File: config.mk
export PLATFORM = sky130hd
export DESIGN_NAME = audio_word_fetcher
export DESIGN_NICKNAME = d
export VERILOG_FILES = /design/src/rtl/audio_pkg.sv /design/src/rtl/sample_fifo.sv /design/src/rtl/audio_word_fetcher.sv
export SDC_FILE = /design/constraint.sdc
export NUM_CORES = 1
export LEC_CHECK = 0
export ABC_AREA = 1
export BUFFER_PORTS_ARGS = -buffer_cell sky130_fd_sc_hd__buf_2
export CAP_MARGIN = 20
export CORE_MARGIN = 5
export CORE_UTILIZATION = 55
export DETAILED_ROUTE_END_ITERATION = 10
export HOLD_SLACK_MARGIN = 0.1
export PLACE_DENSITY = 0.77
export SLEW_MARGIN = 40
export SYNTH_ARGS = -nofsm -noshare
export SYNTH_HDL_FRONTEND = slang
export SYNTH_SLANG_ARGS = --single-unit
File: constraint.sdc
create_clock -name clock -period 6.4 [get_ports clock]
set_input_delay 0.64 -clock clock [delete_from_list [all_inputs] [get_ports clock]]
set_output_delay 0.64 -clock clock [all_outputs]
set_load 0.05 [all_outputs]
File: src/rtl/audio_pkg.sv
// audio_pkg: shared types and constants for the audio word fetcher and the
// serializer it feeds.
//   - fetch_state_t : fetcher FSM states (IDLE, PRIME, RUN)
//   - SILENCE_WORD  : word presented to the serializer when nothing is buffered
//   - AUDIO_ADDR_W / AUDIO_DATA_W / FETCH_DEPTH : default widths and buffer depth
package audio_pkg;

    localparam int AUDIO_ADDR_W = 16;
    localparam int AUDIO_DATA_W = 16;
    localparam int FETCH_DEPTH  = 2;

    localparam logic [AUDIO_DATA_W-1:0] SILENCE_WORD = 16'h0000;

    typedef enum logic [1:0] {
        IDLE  = 2'd0,
        PRIME = 2'd1,
        RUN   = 2'd2
    } fetch_state_t;

endpackage

File: src/rtl/sample_fifo.sv
// sample_fifo: DEPTH x DATA_W circular prefetch buffer.
// Ports:
//   clock, reset   - rising-edge clock, async active-high reset
//   flush          - empties the buffer (wins over push/pop)
//   push, wdata    - write a word; dropped when full unless popping the same cycle
//   pop            - consume the head word; ignored when empty
//   head           - registered head word, SILENCE_WORD when empty
//   count_next     - occupancy after this cycle's push/pop/flush
//   full, empty    - current occupancy flags
module sample_fifo
    import audio_pkg::*;
#(
    parameter int DEPTH  = FETCH_DEPTH,
    parameter int DATA_W = AUDIO_DATA_W
) (
    input  logic                     clock,
    input  logic                     reset,
    input  logic                     flush,
    input  logic                     push,
    input  logic [DATA_W-1:0]        wdata,
    input  logic                     pop,
    output logic [DATA_W-1:0]        head,
    output logic [$clog2(DEPTH):0]   count_next,
    output logic                     full,
    output logic                     empty
);

    localparam int PTR_W = $clog2(DEPTH);
    localparam int CNT_W = PTR_W + 1;

    logic [DATA_W-1:0] mem [DEPTH];
    logic [PTR_W-1:0]  rd_ptr, wr_ptr, rd_ptr_next;
    logic [CNT_W-1:0]  count;
    logic [DATA_W-1:0] head_next;
    logic              do_push, do_pop;

    assign empty   = (count == '0);
    assign full    = (count == CNT_W'(DEPTH));
    assign do_pop  = pop && !empty;
    assign do_push = push && (!full || do_pop);
    // DEPTH is a power of two, so pointers wrap naturally
    assign rd_ptr_next = do_pop ? rd_ptr + 1'b1 : rd_ptr;

    always_comb begin
        count_next = count;
        if (flush)
            count_next = '0;
        else if (do_push && !do_pop)
            count_next = count + 1'b1;
        else if (do_pop && !do_push)
            count_next = count - 1'b1;
    end

    // Head is registered; when the slot becoming head is the one written
    // this cycle, forward the incoming word instead of the stale entry.
    always_comb begin
        head_next = DATA_W'(SILENCE_WORD);
        if (count_next != '0)
            head_next = (do_push && (wr_ptr == rd_ptr_next)) ? wdata : mem[rd_ptr_next];
    end

    always_ff @(posedge clock) begin
        if (do_push)
            mem[wr_ptr] <= wdata;
    end

    always_ff @(posedge clock or posedge reset) begin
        if (reset) begin
            rd_ptr <= '0;
            wr_ptr <= '0;
            count  <= '0;
            head   <= DATA_W'(SILENCE_WORD);
        end else begin
            count <= count_next;
            head  <= head_next;
            if (flush) begin
                rd_ptr <= '0;
                wr_ptr <= '0;
            end else begin
                rd_ptr <= rd_ptr_next;
                if (do_push)
                    wr_ptr <= wr_ptr + 1'b1;
            end
        end
    end

endmodule

File: src/rtl/audio_word_fetcher.sv
// audio_word_fetcher: walks [start_addr..end_addr] in sample memory, prefetches
// words into a small buffer and hands one word to the serializer per done pulse.
// Ports:
//   clock, reset            - rising-edge clock, async active-high reset
//   start, stop, loop       - playback control (loop/addresses latched on start)
//   start_addr, end_addr    - inclusive word-address range, may wrap through 0
//   mem_rd_en, mem_addr     - one-cycle read request
//   mem_rd_valid, mem_rd_data - read response, any latency >= 1 cycle
//   word_take               - serializer done; consumes data_out
//   data_out                - head word, silence when buffer empty
//   playing                 - serializer enable
//   finished                - one-cycle pulse when a one-shot clip drains
//   underrun                - sticky: a take found the buffer empty
module audio_word_fetcher
    import audio_pkg::*;
#(
    parameter int ADDR_W = AUDIO_ADDR_W,
    parameter int DATA_W = AUDIO_DATA_W,
    parameter int DEPTH  = FETCH_DEPTH
) (
    input  logic              clock,
    input  logic              reset,
    input  logic              start,
    input  logic              stop,
    input  logic              loop,
    input  logic [ADDR_W-1:0] start_addr,
    input  logic [ADDR_W-1:0] end_addr,
    output logic              mem_rd_en,
    output logic [ADDR_W-1:0] mem_addr,
    input  logic              mem_rd_valid,
    input  logic [DATA_W-1:0] mem_rd_data,
    input  logic              word_take,
    output logic [DATA_W-1:0] data_out,
    output logic              playing,
    output logic              finished,
    output logic              underrun
);

    localparam int CNT_W = $clog2(DEPTH) + 1;

    fetch_state_t      state, state_next;
    logic [ADDR_W-1:0] cur_addr, first_addr, last_addr;
    logic [ADDR_W-1:0] fetch_addr, fetch_first, fetch_last;
    logic              loop_r, fetch_loop;
    logic              exhausted, fetch_blocked;
    logic              outstanding, outstanding_after, discard;
    logic              start_ok, push, pop, take_empty, issue, clip_done;
    logic [CNT_W-1:0]  count_next;
    logic              full, empty;

    // A start is refused while a read (possibly one being discarded) is in flight
    assign start_ok          = (state == IDLE) && start && !stop && !outstanding;
    assign push              = mem_rd_valid && outstanding && !discard;
    assign pop               = word_take && (state == RUN);
    assign take_empty        = word_take && (state == RUN) && empty;
    assign outstanding_after = outstanding && !mem_rd_valid;

    sample_fifo #(.DEPTH(DEPTH), .DATA_W(DATA_W)) u_fifo (
        .clock      (clock),
        .reset      (reset),
        .flush      (stop),
        .push       (push),
        .wdata      (mem_rd_data),
        .pop        (pop),
        .head       (data_out),
        .count_next (count_next),
        .full       (full),
        .empty      (empty)
    );

    always_comb begin
        state_next = state;
        clip_done  = 1'b0;
        case (state)
            IDLE:    if (start_ok) state_next = PRIME;
            PRIME:   if (full || (exhausted && !outstanding)) state_next = RUN;
            RUN: begin
                if (!loop_r && exhausted && empty && !outstanding) begin
                    state_next = IDLE;
                    clip_done  = 1'b1;
                end
            end
            default: state_next = IDLE;
        endcase
        if (stop) begin
            state_next = IDLE;
            clip_done  = 1'b0;
        end
    end

    // On the start edge the latched range is not yet loaded, so fetch from the ports
    always_comb begin
        fetch_addr    = (state == IDLE) ? start_addr : cur_addr;
        fetch_first   = (state == IDLE) ? start_addr : first_addr;
        fetch_last    = (state == IDLE) ? end_addr   : last_addr;
        fetch_loop    = (state == IDLE) ? loop       : loop_r;
        fetch_blocked = (state == IDLE) ? 1'b0       : exhausted;
        issue = (state_next != IDLE) && !fetch_blocked && !outstanding_after
                && (int'(count_next) < DEPTH);
    end

    always_ff @(posedge clock or posedge reset) begin
        if (reset) state <= IDLE;
        else       state <= state_next;
    end

    always_ff @(posedge clock or posedge reset) begin
        if (reset) begin
            cur_addr    <= '0;
            first_addr  <= '0;
            last_addr   <= '0;
            loop_r      <= 1'b0;
            exhausted   <= 1'b0;
            outstanding <= 1'b0;
            discard     <= 1'b0;
            mem_rd_en   <= 1'b0;
            mem_addr    <= '0;
            playing     <= 1'b0;
            finished    <= 1'b0;
            underrun    <= 1'b0;
        end else begin
            playing   <= (state_next == RUN);
            finished  <= clip_done;
            mem_rd_en <= issue;

            if (start_ok) begin
                first_addr <= start_addr;
                last_addr  <= end_addr;
                loop_r     <= loop;
                exhausted  <= 1'b0;
                underrun   <= 1'b0;
            end else if (take_empty) begin
                underrun <= 1'b1;
            end

            // Issue assignments come last so a single-word clip exhausts on the start edge
            if (issue) begin
                mem_addr <= fetch_addr;
                if (fetch_addr == fetch_last) begin
                    if (fetch_loop) cur_addr  <= fetch_first;
                    else            exhausted <= 1'b1;
                end else begin
                    cur_addr <= fetch_addr + 1'b1;
                end
            end

            if (issue)             outstanding <= 1'b1;
            else if (mem_rd_valid) outstanding <= 1'b0;

            // A read in flight at stop must still be absorbed, but not buffered
            if (stop && outstanding_after) discard <= 1'b1;
            else if (mem_rd_valid)         discard <= 1'b0;
        end
    end

endmodule

==> results of run 1 <==
area by class of cell:
class	instances	area (um2)	share of cell area (%)
Clock buffer	23	468	6.08
Sequential cell	126	3310	43.0
Clock inverter	9	92.6	1.20
Tap cell	147	184	2.39
Timing Repair Buffer	98	534	6.94
Inverter	107	404	5.25
Multi-Input combinational cell	585	2700	35.1
per-layer routing:
metal	wire (um)	part of all wire (%)	up-vias	GRT usage, %
met1	6660	43	2553	29.6
met3	1190	7.7	28	5.94
met4	301	1.9	2	8.54
met2	7310	47	191	36.5
met5	9	0.058	-	0
li1	-	-	2828	-
critical path: stages (launching register included):
cell and delay [ns]:
dfrtp_1 0.46, nor2_4 0.38, buf_16 0.21, buf_4 0.41, nand2_1 0.08, o21ai_0 0.20
inv_1 0.09, nand2_1 0.07, nand2_1 0.05, nor2_1 0.09, nand2_1 0.09, nor2_4 0.37
nand3_2 0.15, nand2_2 0.28, inv_2 0.21, nand2_1 0.11, nand2_1 0.06
metrics by stage:
stage | total power [mW] | utilization, % | area (um2) | setup slack (ns) | hold WS [ns]
2_1_floorplan | 2.24 | - | 6570 | 3.31 | 0.442
3_3_place_gp | 2.54 | 59.9 | 7100 | 2.92 | 0.459
3_5_place_dp | 2.56 | 59.9 | 7100 | 2.82 | 0.463
4_1_cts | 3.49 | 64.6 | 7660 | 2.79 | 0.259
5_1_grt | 3.74 | 64.9 | 7700 | 2.56 | 0.290
6_report | 3.49 | 64.9 | 7700 | 2.96 | 0.248
cell usage in the layout, fill, tap and decap left out, types with 2 or more instances in the layout:
cell type,synthesis,routed
clkinv_2,0,5
nand2_2,3,4
clkbuf_8,0,2
nand3_2,2,2
o21ai_1,9,9
buf_4,2,6
o21ai_0,88,88
edfxtp_1,32,32
bufinv_16,0,2
clkinv_1,1,3
mux2_2,16,16
clkbuf_1,14,4
buf_2,13,90
nor2_4,3,3
dfrtp_1,94,94
ha_1,3,3
nor2_2,1,2
inv_1,101,98
nand3_1,48,48
a21oi_1,2,2
nand2_1,328,327
xor2_1,11,11
inv_2,5,7
nor2_1,58,57
clkbuf_16,0,17
nand4_1,2,2
o21ai_2,4,4
worst max-delay path by stage:
stage,from,end,cells after the start,slack (ns)
after CTS,state[0],cur_addr[4],15,2.79
after global placement,state[0],cur_addr[1],15,2.92
after detailed placement,state[0],cur_addr[6],15,2.82
after global routing,state[0],cur_addr[4],16,2.56
final,state[0],cur_addr[6],16,2.96
after floorplan,reset,cur_addr[0],1,3.31
registers in the layout, indices dropped and copies added (netlist names), 2 cells and up:
| signal | count |
|---|---|
| u_fifo.count | 2 |
| first_addr | 16 |
| state | 2 |
| last_addr | 16 |
| mem_addr | 16 |
| cur_addr | 16 |
| u_fifo.head | 16 |
| u_fifo.mem | 32 |
logic make-up after synthesis:
group                    count (synthesis)  synth area share (%)
XOR/XNOR                                12                  1.89
flip-flops                             126                  50.5
AO/OA/AOI/OAI                          106                  8.42
adder cells (fa/ha/maj)                  3                 0.572
AND/OR/NAND/NOR                        448                  27.4
buffers and inverters                  138                  8.48
multiplexers                            16                  2.74
power by group:
| group | switching (mW) | internal, mW |
|---|---|---|
| logic | 0.996 | 0.373 |
| clock network | 0.334 | 0.587 |
| registers | 0.117 | 1.08 |
| total | 1.45 | 2.04 |
==> reports/qor.yml, run 1 <==
status: "complete, no violations"
async_flop_share_pct: 74.6
crit_path_end_kind: "flop"
r2r-end: "cur_addr[6]"
ys_types: 31
synthCells: 849
critical_path_arrival_ns: 3.74
clk_latency_ns: 0.42
syn_avg_cell_area_um2: 7.73
hold_violations: 0
netlist_top_cells_count: "nand2_1, inv_1, dfrtp_1"
cts_sinks: 126
drive_gt1_share_pct: 17.5
cts_resized: 0
cts_hold_buf: 0
worst-path-max-fanout: 47
drc: 0
port_buffers: 90
fmax_mhz: 290
synth_edf_count: 32
synth_top_flop_cell: "dfrtp_1"
die_area_um2: 14200
cts_root_buf: "clkbuf_16"
initial_core_util_pct: 55.3
holdCritPathClass: "input port to async pin"
ys_seq_area_share_pct: 50.5
wire_per_inst_um: 14.1
power_density_nw_per_um2: 454
io_pins: 91
slew_viol_final: 0
synth_top_area_share_pct: 35.8
finalCritPeriodShare_pct: 53.8
synth_nets: 907
r2r_slack_ns: 2.96
area_delta_synth_final_pct: 17.2
die_x_um: 119
critPathLaunchType: "flop"
yosysTopAreaCell: "dfrtp_1"
rsz0062_at_grt: "no"
worstSetupPathType: "flop to flop"
grt_pass1_vias: 5427
clock_skew_ns: 0.00650
drt_iter0_drc: 386
dr.pass1.iters: 5
fin_setup_tns_ns: 0
grt_use_total_pct: 22.7
ant_nets: 0
syn_area_um2: 6570
antenna_found_initial: 1
cts_buffers: 17
cellLeakagePower_nw: 4.15
globalplace.congestion: 0.931
finalNonFillerCells: 1095
cts_max_level: 4
grt_pass1_wl_um: 25800
grt_overflow: 0
reg2regPathDepth: 16
tightest_slew_ns: 0.630
diodes: 0
synth-seq-cells: 126
rr_startpoint: "state[0]"
cts_tree: "built"
peakVddDrop_mv: 0.259
max_slew_margin_pct: 57.9
hpwl_um: 10900
path_clk_slew_ns: 0.05
yosys_warnings: 0
grt_max_degree: 59
rows: 40
drt-total-wl_um: 15500
dr_total_vias: 5602
setup_viol: 0
min_period_ns: 3.44
maxCapViolCount: 0
yosysMostFrequentCell: "nand2_1"
clockBufferDepth: 2
synthTopCellsByArea: "dfrtp_1, nand2_1, edfxtp_1, o21ai_0, inv_1"
fin_nets: 993
core_um2: 11900
placedCellCount: 1062
postCtsSetupBuffers: 0
vias_per_cell: 5.12
crit_required_ns: 6.70
fillers: 1037
die_h_um: 119
Power figures use the tool's default switching activity.
==> run 2, diff against run 1 <==
==> constraint.sdc (replaced) <==
create_clock -name clock -period 3.5 [get_ports clock]
set_input_delay 0.35 -clock clock [delete_from_list [all_inputs] [get_ports clock]]
set_output_delay 0.35 -clock clock [all_outputs]
set_load 0.05 [all_outputs]
==> reports/qor.yml, run 2 (synthesis results as in run 1) <==
status: "complete, no violations"
grt_max_degree: 51
die_area_um2: 14200
ant_nets: 0
core_um2: 11900
drc: 0
cts_resized: 0
reg2regPathDepth: 15
maxCapViolCount: 0
crit_required_ns: 3.81
setup_viol: 0
fillers: 1036
max_slew_margin_pct: 58.9
worstSetupPathType: "flop to flop"
path_clk_slew_ns: 0.05
cts_max_level: 4
crit_path_end_kind: "flop"
gr-usage-met3_pct: 5.89
multi_input_area_um2: 2700
met2_usage_pct: 37.7
fin_nets: 1002
dr_total_vias: 5603
endpoint: "cur_addr[9]"
drt_iter0_drc: 375
r2r-end: "cur_addr[9]"
fin_util_pct: 65.5
critPathLaunchType: "flop"
fin_setup_tns_ns: 0
antenna_found_initial: 3
power_density_nw_per_um2: 829
cts_tree: "built"
tightest_slew_ns: 0.617
r2r_slack_ns: 0.65
whs_ns: 0.135
clockBufferDepth: 2
grt_overflow: 0
area_delta_synth_final_pct: 18.4
busiest_layer: "met2"
hold_violations: 0
fmax_mhz: 351
finalPower_mw: 6.44
hpwl_um: 10900
cts_sinks: 126
seqPwrFrac_pct: 34.0
grt_pass1_wl_um: 26200
final.setup.worst_slack_ns: 0.653
rr_startpoint: "state[0]"
seq_area_um2: 3310
dr.pass1.iters: 5
cts_root_buf: "clkbuf_16"
holdCritPathClass: "input port to flop"
dp_slack_ns: 0.701
diodes: 0
worst-path-max-fanout: 47
power.share.clock_pct: 27.3
globalplace.congestion: 0.898
io_pins: 91
clock_skew_ns: 0.00715
cellLeakagePower_nw: 4.19
grt_use_total_pct: 23.1
drive_gt1_share_pct: 18.3
peakVddDrop_mv: 0.517
critical_path_arrival_ns: 3.16
grt_pass1_vias: 5462
initial_core_util_pct: 55.3
clk_latency_ns: 0.42
startpoint: "state[0]"
internal-power_mw: 3.79
cts_buffers: 17
die_x_um: 119
vias_per_cell: 5.08
gr-usage-met1_pct: 29.8
drt-total-wl_um: 15600
port_buffers: 90
p_sw_share_pct: 41.1
largest_register_ffs: 32
wire_per_inst_um: 14.2
min_period_ns: 2.85
rsz0062_at_grt: "no"
power.switching_mw: 2.65
final_common_cell: "nand2_1"
finalCritPeriodShare_pct: 81.4
die_h_um: 119
rows: 40
combPwrFrac_pct: 38.6
most-common-layout-cells: "nand2_1, inv_1, dfrtp_1"
slew_viol_final: 0
top_register: "u_fifo.mem"
==> run 2: cell types whose count changed in the layout (fill, tap and decap cells not counted), sizes merged <==
cell,before,now
clkinvlp,0,3
clkbuf,23,20
dlygate4sd3,0,1
clkinv,8,7
bufinv,2,3
buf,98,106
==> run 2: power groups by stage <==
stage / sequential, mW / clock, mW / combinational (mW)
global placement: 2.21 / 0 / 2.43
floorplan: 2.65 / 0 / 1.44
CTS: 2.19 / 1.78 / 2.50
detailed placement: 2.21 / 0 / 2.48
finish: 2.19 / 1.76 / 2.49
global route: 2.24 / 1.85 / 2.82
==> run 2: per-layer routing <==
layer	up-vias	routed length, um
met2	167	7590
met5	-	41
li1	2855	-
met1	2553	6790
met4	6	212
met3	22	997
==> run 2: layout make-up <==
type / count / share of cell area, %
multi-input cells: 585 / 34.7
clock inverters: 12 / 1.85
well taps: 147 / 2.37
flip-flops and latches: 126 / 42.6
inverters: 107 / 5.20
repair buffers: 107 / 7.47
clock buffers: 20 / 5.75
==> run 2: worst min-delay path by stage <==
stage	endpoint	cells past startpoint	slack, ns	start
global placement	last_addr[0]	2	0.46	last_addr[0]
global route	u_fifo.mem[0][8]	1	0.13	mem_rd_data[8]
detailed placement	cur_addr[10]	2	0.47	cur_addr[10]
floorplan	u_fifo.rd_ptr	1	0.42	stop
CTS	u_fifo.mem[0][8]	1	0.12	mem_rd_data[8]
finish	u_fifo.mem[0][8]	1	0.14	mem_rd_data[8]
==> run 2: through the flow <==
stage / instance area (um2) / std cells
2_1_floorplan: 6570 / 849
3_3_place_gp: 7170 / 1071
3_5_place_dp: 7170 / 1071
4_1_cts: 7770 / 1104
5_1_grt: 7770 / 1104
6_report: 7770 / 1104
==> run 2: worst max-delay path, stage by stage, from the launching register on <==
cell	delay, ns
dfrtp_1	0.46
nor2_4	0.14
buf_4	0.38
nand2_1	0.15
o21ai_2	0.17
inv_2	0.08
nand2_1	0.07
nand2_1	0.05
nor2_1	0.08
nand2_1	0.08
nor2_4	0.33
nand3_2	0.15
nand2_2	0.22
inv_2	0.19
nand2_1	0.11
nand2_1	0.05
==> run 2: what timing repair did <==
action                    in CTS  in global routing
hold buffers                   1                  0
hold endpoints to repair      48                  0
setup buffers                  0                  0
